## src/rtl/gcbp_corr_rd_sched_if.sv

```systemverilog
// Signal bundle between the GCBP read-side scheduler (master) and the frame
// decoder / BRAM read port / correlator around it (slave).
interface gcbp_corr_rd_sched_if #(
  parameter int C_ADDR_W = 9
);
  logic                i_new_frame;
  logic [1:0]          i_curr_frame_loc;
  logic [1:0]          i_prev_frame_loc;
  logic                i_corr_ready;
  logic                o_rd_en;
  logic [C_ADDR_W-1:0] o_rd_addr;
  logic                o_data_valid;
  logic                o_data_is_curr;
  logic [5:0]          o_data_line;
  logic                o_frame_start;
  logic                o_frame_done;
  logic                o_busy;
  logic                o_overrun;

  modport master (
    input  i_new_frame, i_curr_frame_loc, i_prev_frame_loc, i_corr_ready,
    output o_rd_en, o_rd_addr, o_data_valid, o_data_is_curr, o_data_line,
           o_frame_start, o_frame_done, o_busy, o_overrun
  );

  modport slave (
    output i_new_frame, i_curr_frame_loc, i_prev_frame_loc, i_corr_ready,
    input  o_rd_en, o_rd_addr, o_data_valid, o_data_is_curr, o_data_line,
           o_frame_start, o_frame_done, o_busy, o_overrun
  );
endinterface

```

## src/rtl/gcbp_corr_rd_sched.sv

```systemverilog
// GCBP read-side scheduler: streams previous/current sub-image lines, interleaved,
// from the BRAM read port and tags each returning word through a latency pipeline.
module gcbp_corr_rd_sched #(
  parameter int C_LINES           = 64,
  parameter int C_SUBIMAGE_OFFSET = 128,
  parameter int C_RD_LATENCY      = 2,
  parameter int C_ADDR_W          = 9
) (
  input logic                  i_clk,
  input logic                  i_reset,
  gcbp_corr_rd_sched_if.master bus
);
  localparam logic [1:0] S_IDLE  = 2'd0;
  localparam logic [1:0] S_LATCH = 2'd1;
  localparam logic [1:0] S_ISSUE = 2'd2;
  localparam logic [1:0] S_DRAIN = 2'd3;

  localparam int                  L          = C_RD_LATENCY;
  localparam logic [5:0]          LAST_LINE  = 6'(C_LINES - 1);
  localparam logic [C_ADDR_W-1:0] OFFSET     = C_ADDR_W'(C_SUBIMAGE_OFFSET);
  // Every pipeline stage except the output one; empty here means the pass is over after this edge.
  localparam logic [L-1:0]        EARLY_MASK = {L{1'b1}} >> 1;

  function automatic logic [C_ADDR_W-1:0] frame_base(input logic [1:0] loc);
    frame_base = C_ADDR_W'(loc) * OFFSET;
  endfunction

  logic [1:0]          state_r, state_next_s;
  logic [1:0]          frames_seen_r;
  logic                loc_cap_r;
  logic [1:0]          loc_prev_r, loc_curr_r, loc_prev_s, loc_curr_s;
  logic [5:0]          line_r, cur_line_s;
  logic                phase_r, cur_phase_s;
  logic                qual_s, overrun_s, issue_s, last_s, drained_s;
  logic [C_ADDR_W-1:0] issue_addr_s;
  logic                rd_en_r, rd_curr_r, rd_last_r;
  logic [C_ADDR_W-1:0] rd_addr_r;
  logic [5:0]          rd_line_r;
  logic [L-1:0]        valid_r, curr_r, last_r;
  logic [L-1:0][5:0]   line_pipe_r;
  logic [L:0]          valid_chain_s, curr_chain_s, last_chain_s;
  logic [L:0][5:0]     line_chain_s;
  logic                busy_r, frame_start_r, overrun_r;

  // Issue decision, next-read address and next-state selection
  always_comb begin
    qual_s        = bus.i_new_frame && (frames_seen_r != 2'd0);
    overrun_s     = qual_s && (state_r != S_IDLE);
    loc_prev_s    = loc_cap_r ? bus.i_prev_frame_loc : loc_prev_r;
    loc_curr_s    = loc_cap_r ? bus.i_curr_frame_loc : loc_curr_r;
    cur_line_s    = (state_r == S_LATCH) ? 6'd0 : line_r;
    cur_phase_s   = (state_r == S_LATCH) ? 1'b0 : phase_r;
    last_s        = cur_phase_s && (cur_line_s == LAST_LINE);
    issue_s       = !qual_s && bus.i_corr_ready &&
                    ((state_r == S_LATCH) || (state_r == S_ISSUE));
    issue_addr_s  = frame_base(cur_phase_s ? loc_curr_s : loc_prev_s) + C_ADDR_W'(cur_line_s);
    drained_s     = !rd_en_r && ((valid_r & EARLY_MASK) == '0);
    valid_chain_s = {valid_r, rd_en_r};
    curr_chain_s  = {curr_r, rd_curr_r};
    last_chain_s  = {last_r, rd_en_r & rd_last_r};
    line_chain_s  = {line_pipe_r, rd_line_r};
    state_next_s  = S_IDLE;
    case (state_r)
      S_IDLE:  state_next_s = qual_s ? S_LATCH : S_IDLE;
      S_LATCH: state_next_s = qual_s ? S_LATCH : S_ISSUE;
      S_ISSUE: state_next_s = qual_s ? S_LATCH : ((issue_s && last_s) ? S_DRAIN : S_ISSUE);
      S_DRAIN: state_next_s = qual_s ? S_LATCH : (drained_s ? S_IDLE : S_DRAIN);
      default: state_next_s = S_IDLE;
    endcase
  end

  // FSM, warm-up counter, location capture, read port and tagged valid pipeline
  always_ff @(posedge i_clk) begin
    if (i_reset) begin
      state_r       <= S_IDLE;
      frames_seen_r <= 2'd0;
      loc_cap_r     <= 1'b0;
      loc_prev_r    <= 2'd0;
      loc_curr_r    <= 2'd0;
      line_r        <= 6'd0;
      phase_r       <= 1'b0;
      rd_en_r       <= 1'b0;
      rd_addr_r     <= '0;
      rd_curr_r     <= 1'b0;
      rd_line_r     <= 6'd0;
      rd_last_r     <= 1'b0;
      valid_r       <= '0;
      curr_r        <= '0;
      last_r        <= '0;
      line_pipe_r   <= '0;
      busy_r        <= 1'b0;
      frame_start_r <= 1'b0;
      overrun_r     <= 1'b0;
    end else begin
      state_r       <= state_next_s;
      busy_r        <= (state_next_s != S_IDLE);
      frame_start_r <= (state_next_s == S_LATCH);
      overrun_r     <= overrun_s;
      loc_cap_r     <= qual_s;
      if (bus.i_new_frame && (frames_seen_r != 2'd3)) begin
        frames_seen_r <= frames_seen_r + 2'd1;
      end
      if (loc_cap_r) begin
        loc_prev_r <= bus.i_prev_frame_loc;
        loc_curr_r <= bus.i_curr_frame_loc;
      end
      if (issue_s) begin
        phase_r <= ~cur_phase_s;
        line_r  <= cur_phase_s ? (cur_line_s + 6'd1) : cur_line_s;
      end else if (state_r == S_LATCH) begin
        phase_r <= 1'b0;
        line_r  <= 6'd0;
      end
      rd_en_r <= issue_s;
      if (issue_s) begin
        rd_addr_r <= issue_addr_s;
        rd_curr_r <= cur_phase_s;
        rd_line_r <= cur_line_s;
        rd_last_r <= last_s;
      end
      // An aborted pass must not leak stale words or a done pulse.
      valid_r     <= overrun_s ? '0 : valid_chain_s[L-1:0];
      last_r      <= overrun_s ? '0 : last_chain_s[L-1:0];
      curr_r      <= curr_chain_s[L-1:0];
      line_pipe_r <= line_chain_s[L-1:0];
    end
  end

  assign bus.o_rd_en        = rd_en_r;
  assign bus.o_rd_addr      = rd_addr_r;
  assign bus.o_data_valid   = valid_r[L-1];
  assign bus.o_data_is_curr = curr_r[L-1];
  assign bus.o_data_line    = line_pipe_r[L-1];
  assign bus.o_frame_done   = last_r[L-1];
  assign bus.o_frame_start  = frame_start_r;
  assign bus.o_busy         = busy_r;
  assign bus.o_overrun      = overrun_r;
endmodule

```

## src/flat_wrapper.sv

```systemverilog
// flat-port wrapper written by rule: the top's interface ports become plain ports
module gcbp_corr_rd_sched_flat 
#(
  parameter int C_LINES           = 64,
  parameter int C_SUBIMAGE_OFFSET = 128,
  parameter int C_RD_LATENCY      = 2,
  parameter int C_ADDR_W          = 9
)
  (i_clk, i_reset, bus_i_new_frame, bus_i_curr_frame_loc, bus_i_prev_frame_loc, bus_i_corr_ready, bus_o_rd_en, bus_o_rd_addr, bus_o_data_valid, bus_o_data_is_curr, bus_o_data_line, bus_o_frame_start, bus_o_frame_done, bus_o_busy, bus_o_overrun);
  gcbp_corr_rd_sched_if #(.C_ADDR_W(C_ADDR_W)) bus_i ();
  input logic i_clk;
  input logic i_reset;
  input wire logic [$bits(bus_i.i_new_frame)-1:0] bus_i_new_frame;
  input wire logic [$bits(bus_i.i_curr_frame_loc)-1:0] bus_i_curr_frame_loc;
  input wire logic [$bits(bus_i.i_prev_frame_loc)-1:0] bus_i_prev_frame_loc;
  input wire logic [$bits(bus_i.i_corr_ready)-1:0] bus_i_corr_ready;
  output wire logic [$bits(bus_i.o_rd_en)-1:0] bus_o_rd_en;
  output wire logic [$bits(bus_i.o_rd_addr)-1:0] bus_o_rd_addr;
  output wire logic [$bits(bus_i.o_data_valid)-1:0] bus_o_data_valid;
  output wire logic [$bits(bus_i.o_data_is_curr)-1:0] bus_o_data_is_curr;
  output wire logic [$bits(bus_i.o_data_line)-1:0] bus_o_data_line;
  output wire logic [$bits(bus_i.o_frame_start)-1:0] bus_o_frame_start;
  output wire logic [$bits(bus_i.o_frame_done)-1:0] bus_o_frame_done;
  output wire logic [$bits(bus_i.o_busy)-1:0] bus_o_busy;
  output wire logic [$bits(bus_i.o_overrun)-1:0] bus_o_overrun;
  assign bus_i.i_new_frame = bus_i_new_frame;
  assign bus_i.i_curr_frame_loc = bus_i_curr_frame_loc;
  assign bus_i.i_prev_frame_loc = bus_i_prev_frame_loc;
  assign bus_i.i_corr_ready = bus_i_corr_ready;
  assign bus_o_rd_en = bus_i.o_rd_en;
  assign bus_o_rd_addr = bus_i.o_rd_addr;
  assign bus_o_data_valid = bus_i.o_data_valid;
  assign bus_o_data_is_curr = bus_i.o_data_is_curr;
  assign bus_o_data_line = bus_i.o_data_line;
  assign bus_o_frame_start = bus_i.o_frame_start;
  assign bus_o_frame_done = bus_i.o_frame_done;
  assign bus_o_busy = bus_i.o_busy;
  assign bus_o_overrun = bus_i.o_overrun;
  gcbp_corr_rd_sched #(.C_LINES(C_LINES), .C_SUBIMAGE_OFFSET(C_SUBIMAGE_OFFSET), .C_RD_LATENCY(C_RD_LATENCY), .C_ADDR_W(C_ADDR_W)) u_core (.i_clk(i_clk), .i_reset(i_reset), .bus(bus_i));
endmodule
```

## config.mk

```make
export PLATFORM = sky130hd
export DESIGN_NAME = gcbp_corr_rd_sched_flat
export DESIGN_NICKNAME = d
export VERILOG_FILES = /design/src/rtl/gcbp_corr_rd_sched_if.sv /design/src/rtl/gcbp_corr_rd_sched.sv /design/src/flat_wrapper.sv
export SDC_FILE = /design/constraint.sdc
export NUM_CORES = 1
export LEC_CHECK = 0
export ABC_AREA = 0
export ABC_CLOCK_PERIOD_IN_PS = 1800
export CORE_MARGIN = 1.5
export CORE_UTILIZATION = 47
export CTS_CLUSTER_DIAMETER = 120
export DETAILED_ROUTE_END_ITERATION = 8
export HOLD_SLACK_MARGIN = 0.15
export PLACE_DENSITY = 0.75
export SYNTH_ARGS = -nofsm -noshare
export SYNTH_HDL_FRONTEND = slang
export SYNTH_SLANG_ARGS = --single-unit
export TNS_END_PERCENT = 50
```

## constraint.sdc

```tcl
create_clock -name i_clk -period 1.8 [get_ports i_clk]
set_clock_uncertainty 0.05 [all_clocks]
set_input_delay 0.27 -clock i_clk [delete_from_list [all_inputs] [get_ports i_clk]]
set_output_delay 0.27 -clock i_clk [all_outputs]
set_load 0.02 [all_outputs]
```

# --- After elaboration in Yosys (flattened, before gate mapping) ---
# Index checks and enable logic that the tools add are counted.
totals:
  latch_bits: 0
  romBits: 0
  output_inout_bits: 22
  memories: 0
  ram_bits: 0
  input_bits: 8
  reg_bits: 55
op_classes:
  n_mux: 15
  shift: 0
  n_eq_ne: 6
  bitwise_logic: 2
  n_div: 0
  n_reduce_logical: 17
  mul: 0
  n_addsub: 3
  n_lt_le_gt_ge: 0
op_table:
  columns: ["op", "n"]
  rows:
  - ["two-way mux 6 bit", 3]
  - ["two-way mux 2 bit", 7]
  - ["adder 9 x 6 -> 9 bit", 1]
  - ["logical AND 1 bit", 8]
  - ["case mux 2 bit (4 select lines)", 1]
  - ["adder 6 x 1 -> 6 bit, second input constant", 1]
  - ["== test 6 bit, second input constant", 1]
  - ["nonzero test 2 bit", 3]
  - ["== test 2 x 1 -> 1 bit, second input constant", 2]
  - ["== test 2 bit, second input constant", 2]
  - ["zero test 2 bit", 2]
  - ["two-way mux 1 bit", 4]
  - ["adder 2 x 1 -> 2 bit, second input constant", 1]
  - ["zero test 1 bit", 2]
  - ["inequality test 2 bit, second input constant", 1]
  - ["OR reduction 2 bit", 1]
  - ["AND 1 bit", 1]
  - ["logical OR 1 bit", 1]
  - ["inverter 1 bit", 1]

# --- Logic depth before layout (Yosys ltp) ---
logic_depth:
  depth_word: 10
  mapped_depth: 8
  depth_no_buf: 7

# --- Worst setup path before layout ---
# OpenSTA, ideal clock, no wires.
synth_timing:
  kind: "register to register"
  start: "register u_core.state_r[1]"
  end: "register u_core.busy_r, in the netlist u_core.bus.o_busy"
  arrival_ns: 1.642
  synth_period_minus_slack_ns: 1.778
  path_slack_ns: 0.022
  stages_incl_launch_ff: 9
  path_buffers: 1
  path_cell_list: "dfxtp_1 inv_1 ha_1 buf_2 nor2b_1 ha_1 nor4b_4 a2bb2oi_2 a221oi_2"
synth_via:
  elab_chain_len: 9
synth_lines:
  columns: ["element", "line", "text"]
  rows:
  - ["start, declared", "gcbp_corr_rd_sched.sv:28", "logic [1:0] state_r, state_next_s;"]
  - ["start signal, assigned", "gcbp_corr_rd_sched.sv:95", "state_r <= state_next_s;"]
  - ["== test 2 x 1 -> 1 bit", "gcbp_corr_rd_sched.sv:51", "cur_line_s = (state_r == S_LATCH) ? 6'd0 : line_r;"]
  - ["two-way mux 6 bit", "gcbp_corr_rd_sched.sv:51", null]
  - ["named net u_core.cur_line_s[1]", "gcbp_corr_rd_sched.sv:32", "logic [5:0] line_r, cur_line_s;"]
  - ["== test 6 bit", "gcbp_corr_rd_sched.sv:53", "last_s = cur_phase_s && (cur_line_s == LAST_LINE);"]
  - ["logical AND 1 bit", "gcbp_corr_rd_sched.sv:53", null]
  - ["logical AND 1 bit", "gcbp_corr_rd_sched.sv:66", "S_ISSUE: state_next_s = qual_s ? S_LATCH : ((issue_s && last_s) ? S_DRAIN : S_ISSUE);"]
  - ["two-way mux 1 bit", "gcbp_corr_rd_sched.sv:66", null]
  - ["two-way mux 2 bit", "gcbp_corr_rd_sched.sv:66", null]
  - ["case mux 2 bit (4 select lines)", "gcbp_corr_rd_sched.sv:63", "case (state_r)"]
  - ["nonzero test 2 bit", "gcbp_corr_rd_sched.sv:96", "busy_r <= (state_next_s != S_IDLE);"]
  - ["end signal, assigned", "gcbp_corr_rd_sched.sv:96", null]
  - ["end, declared", "gcbp_corr_rd_sched.sv:43", "logic busy_r, frame_start_r, overrun_r;"]
# The timed path passes the listed nets, and every way through them passes these cells.
# A chain may end at the register's enable or synchronous reset.

# --- Worst setup path after layout ---
layout_timing:
  start: "register u_core.state_r[1]"
  end: "register u_core.line_r[4]"
layout_via:
  elab_chain_len: 5
layout_lines:
  columns: ["element", "line", "text"]
  rows:
  - ["== test 2 x 1 -> 1 bit", null, null]
  - ["two-way mux 6 bit", "gcbp_corr_rd_sched.sv:51", null]
  - ["adder 6 x 1 -> 6 bit", "gcbp_corr_rd_sched.sv:109", "line_r <= cur_phase_s ? (cur_line_s + 6'd1) : cur_line_s;"]
  - ["two-way mux 6 bit", "gcbp_corr_rd_sched.sv:109", null]
  - ["two-way mux 6 bit (*)", "gcbp_corr_rd_sched.sv:107", "if (issue_s) begin"]
  - ["end signal, assigned", "gcbp_corr_rd_sched.sv:109", null]
  - ["end, declared", "gcbp_corr_rd_sched.sv:32", null]
# Every way passes the cells marked *; elsewhere a longest branch is shown, timed or not.

==> summary by stage <==
CTS
After clock tree synthesis, the clock-pin slew on the worst setup and hold paths is ~0.09 ns. For this design, the sink count on the clock tree is between 40 and 50. Clock tree synthesis selected as its root buffer the cell clkbuf_8. The clock tree synthesis step divided the H-tree into 2 levels.

The number of buffers inserted during clock tree synthesis is 5. TritonCTS built the clock tree. The maximum clock path buffer count is 2.

For the worst-skew pair, the clock arrives at the later sink with an insertion delay of 0.30 ns.

Floorplan
Pin placement for this block handled 30 I/O pins. After floorplanning, the core was sized to cover around 4000 µm². The horizontal die dimension is between 60 and 70 µm. The area of the die is ~4600 µm². The number of rows in the core area is 23.

In this run the vertical extent of the chip is 67.5 µm. The initial utilization of the core area, before any placement, comes to 0.490.

Synthesis
Counting flops with an async set or reset pin after synthesis yields a share of 0. In this run, distinct cell masters in the synthesized netlist total 38. By area the synthesized netlist is led by dfxtp_1 (49%), nor2b_1 (6.7%), buf_4 (5.0%).

The share of the synthesized area in the top cell type is 0.491. After technology mapping, the gate count stands at roughly 200. For this run, the leading register cell type out of synthesis is dfxtp_1.

By count the netlist is led by dfxtp_1 (48), nand2_1 (21), nor2b_1 (21), nor2_1 (18), a21oi_1 (14). The post-synthesis adder-cell area fraction is 0.0447. The multiplexer fraction of the synthesized cell area is 0.0435. The Yosys step of the flow raised 0 warnings.

Synthesis produced a netlist with a net count of 217. Yosys mapped a number of flops with a built-in enable equal to 0. Among all cell types in the netlist, the one instantiated most often is dfxtp_1. The mean instance size in the synthesized netlist is 9.69 µm². The most area-hungry cell type in the Yosys netlist is dfxtp_1. The area of the mapped netlist is approximately 2000 µm². The proportion of synthesized chip area in sequential cells is 0.491. The XOR/XNOR share of the synthesized area is 0.0268. The post-synthesis compound-gate area fraction is 0.0786. The simple-gate portion of the synthesized area is 0.233. Counting flops and latches in the post-synthesis netlist gives 48. After synthesis, the largest family of logic cells by area is simple AND/OR/NAND/NOR gates.

Final layout
The area growth from synthesis to final layout is 21.5%. In the final design database the tool counted approximately 240 nets. With fillers left out, the area of the finished cells amounts to ~2400 µm².

0 antenna diodes ended up in the layout. Measured on the finished design, the core utilization comes to 0.595. Of the cells placed in the final design, the portion with a size suffix greater than 1 is 0.145. For this run, the number of standard cells in the final layout without fillers is ~280.

Timing
The count of endpoints failing hold in the final timing report is 0. The setup-violating endpoint count in the final report is 0. Subtracting the final worst setup slack from the clock period gives between 1.5 and 2 ns. The final number of max-transition violations came to 0. Setup repair after global routing could not meet its margin everywhere. The upper clock frequency limit is about 570 MHz. The worst path setup slack after routing is a little under 0.06 ns. In the finished design, the share of the clock period the worst path needs comes to 0.968.

Hold is met by roughly 0.39 ns.

Placed design
The number of port buffers is 28. The final weighted congestion in routability-driven placement is around 0.84. The half-perimeter wire length of the detailed placement result is about 2.4 mm. Including well taps, the total number of placed cells is 267. The placed instances occupy a cell area of approximately 2200 µm². Before CTS, the worst setup slack after placement is between 0.007 and 0.008 ns.

Setup path
The slowest stage of the critical path is the nor4b_4 cell. The family with the most delay on the worst path is simple AND/OR/NAND/NOR gates. The critical path is of the reg -> reg type. The critical path depth is 7. For the worst setup path, the data arrival time is 1.89 ns. STA classifies the critical path endpoint as a flip-flop. The number of buffers and inverters on the critical path is 2. Measured in cells, the most critical reg-to-reg path has a length of 7. For the worst setup path, the data required time is just under 2 ns. The signal on the critical path passes through inv_1, ha_2, nand4b_1, nor4b_4, buf_4, xnor2_1, nor2_1. Along the worst path, the maximum fanout reaches 6. The startpoint kind of the worst setup timing path is a flip-flop.

The critical path's largest stage delay is 0.37 ns.

Drt
The routed layout has between 1000 and 1500 vias. The routed length per placed instance is between 10 and 15 µm. In the routed design, unresolved DRC markers number 0. The final wirelength is approximately 3.3 mm. The detail route stage leaves a number of antenna-violating nets equal to 0. The starting DRC count in detailed routing is 48.

The first detailed-routing pass ran for 4 iterations. In the routed layout, each cell is associated on average with a via count of between 4 and 5.

Global route
The number of global-route vias before repair is between 1000 and 1500. The first global-routing pass estimated about 5.3 mm of wire. The number of antenna violations at the first check in global routing is 0. For this run, the total global-route usage over all layers was measured as 0.157. The pin count of the biggest net entering global routing is 44.

The global-route congestion overflow total is 0.

Power and ir drop
The share of total power dissipated in combinational logic is 0.077. Power spread over the standard cell area amounts to around 850 nW/µm². Summed over all cells, the static leakage comes to 0.869 nW. The share of total power dissipated in the clock network is 0.387.

The worst ir drop on vdd is about 0.56 mV. The switching portion of total power is 0.227. Cell internal power was estimated by the tool at 1.57 mW.

The sequential power share is 0.537. In this run the power spent charging and discharging nets is 0.460 mW.

Worst hold path
The path class of the lowest-slack min-delay path is reg -> reg. The instance count along the most critical hold path is 1.

Run
The tool flagged a number of max-cap violations equal to 0.

Run status
The flow ran to the end, and the final reports show no timing, DRC or antenna violations.
==> stage by stage <==
stage	TNS, ns	power (mW)
3_3_place_gp	0	1.27
5_1_grt	-0.0146	2.12
3_5_place_dp	0	1.27
6_report	0	2.03
4_1_cts	-0.0118	2.05
2_1_floorplan	0	1.22
==> sequential cells by signal (all words and copies together) (netlist names), 3 cells and up <==
name,cells
u_core.bus.o_rd_addr,3
u_core.line_chain_s,6
u_core.rd_line_r,5
u_core.line_r,6
u_core.bus.o_data_line,6
==> final timing paths <==
path | startpoint | to | slack, ns
worst max register to register | u_core.state_r[1] | u_core.line_r[4] | 0.06
worst max-delay path | u_core.state_r[1] | u_core.line_r[4] | 0.06
worst min register to register | u_core.line_chain_s[10] | u_core.bus.o_data_line[4] | 0.39
worst min-delay path | u_core.line_chain_s[10] | u_core.bus.o_data_line[4] | 0.39
==> repair_timing <==
action,CTS,global route
gates cloned,0,0
hold buffers,0,0
buffers inserted,2,0
pin swaps,0,1
gates resized for setup,0,5
endpoints found under the setup margin,2,5
==> power groups by stage <==
stage	Sequential (mW)	Clock [mW]	Combinational, mW
floorplan	1.11	0	0.106
CTS	1.09	0.810	0.155
global placement	1.11	0	0.153
finish	1.09	0.784	0.156
detailed placement	1.11	0	0.155
global route	1.09	0.854	0.170
==> layer usage <==
layer | GRT usage | vias up | wire (µm)
met5 | 0 | - | 0
met4 | 0.0612 | 0 | 53
met3 | 0.0517 | 4 | 180
met2 | 0.252 | 33 | 1520
met1 | 0.195 | 636 | 1530
li1 | - | 700 | -
==> cells in the final DEF (no fill, tap or decap), drive strengths merged, types with 3 or more instances in the layout <==
master	synthesis	routed
dfxtp	48	48
clkdlybuf4s50	0	28
nor2b	22	22
nand2	21	21
nor2	19	19
a21oi	14	14
buf	17	11
ha	7	7
xnor2	5	5
clkbuf	5	5
inv	4	5
and2	4	4
nand3	4	4
mux2i	4	4
o21ai	3	3
==> logic make-up (layout without fill, tap and decap cells) <==
family                     count (synthesis)  count (layout)
and+or+nand+nor                           85              85
xor gates and xnor gates                   6               6
adders and majority gates                  7               7
buffers and inverters                     26              51
other                                      1               1
DFF                                       48              48
muxes                                      6               6
AOI/OAI and AO/OA                         23              23
==> final cells by class <==
cell class	count	area, µm²
inverters	4	15.0
repair buffers	39	375
well taps	50	62.6
clock buffers	5	68.8
multi-input cells	128	850
fillers	351	1620
flip-flops and latches	48	962
clock inverters	3	46.3
Power figures use the tool's default switching activity.
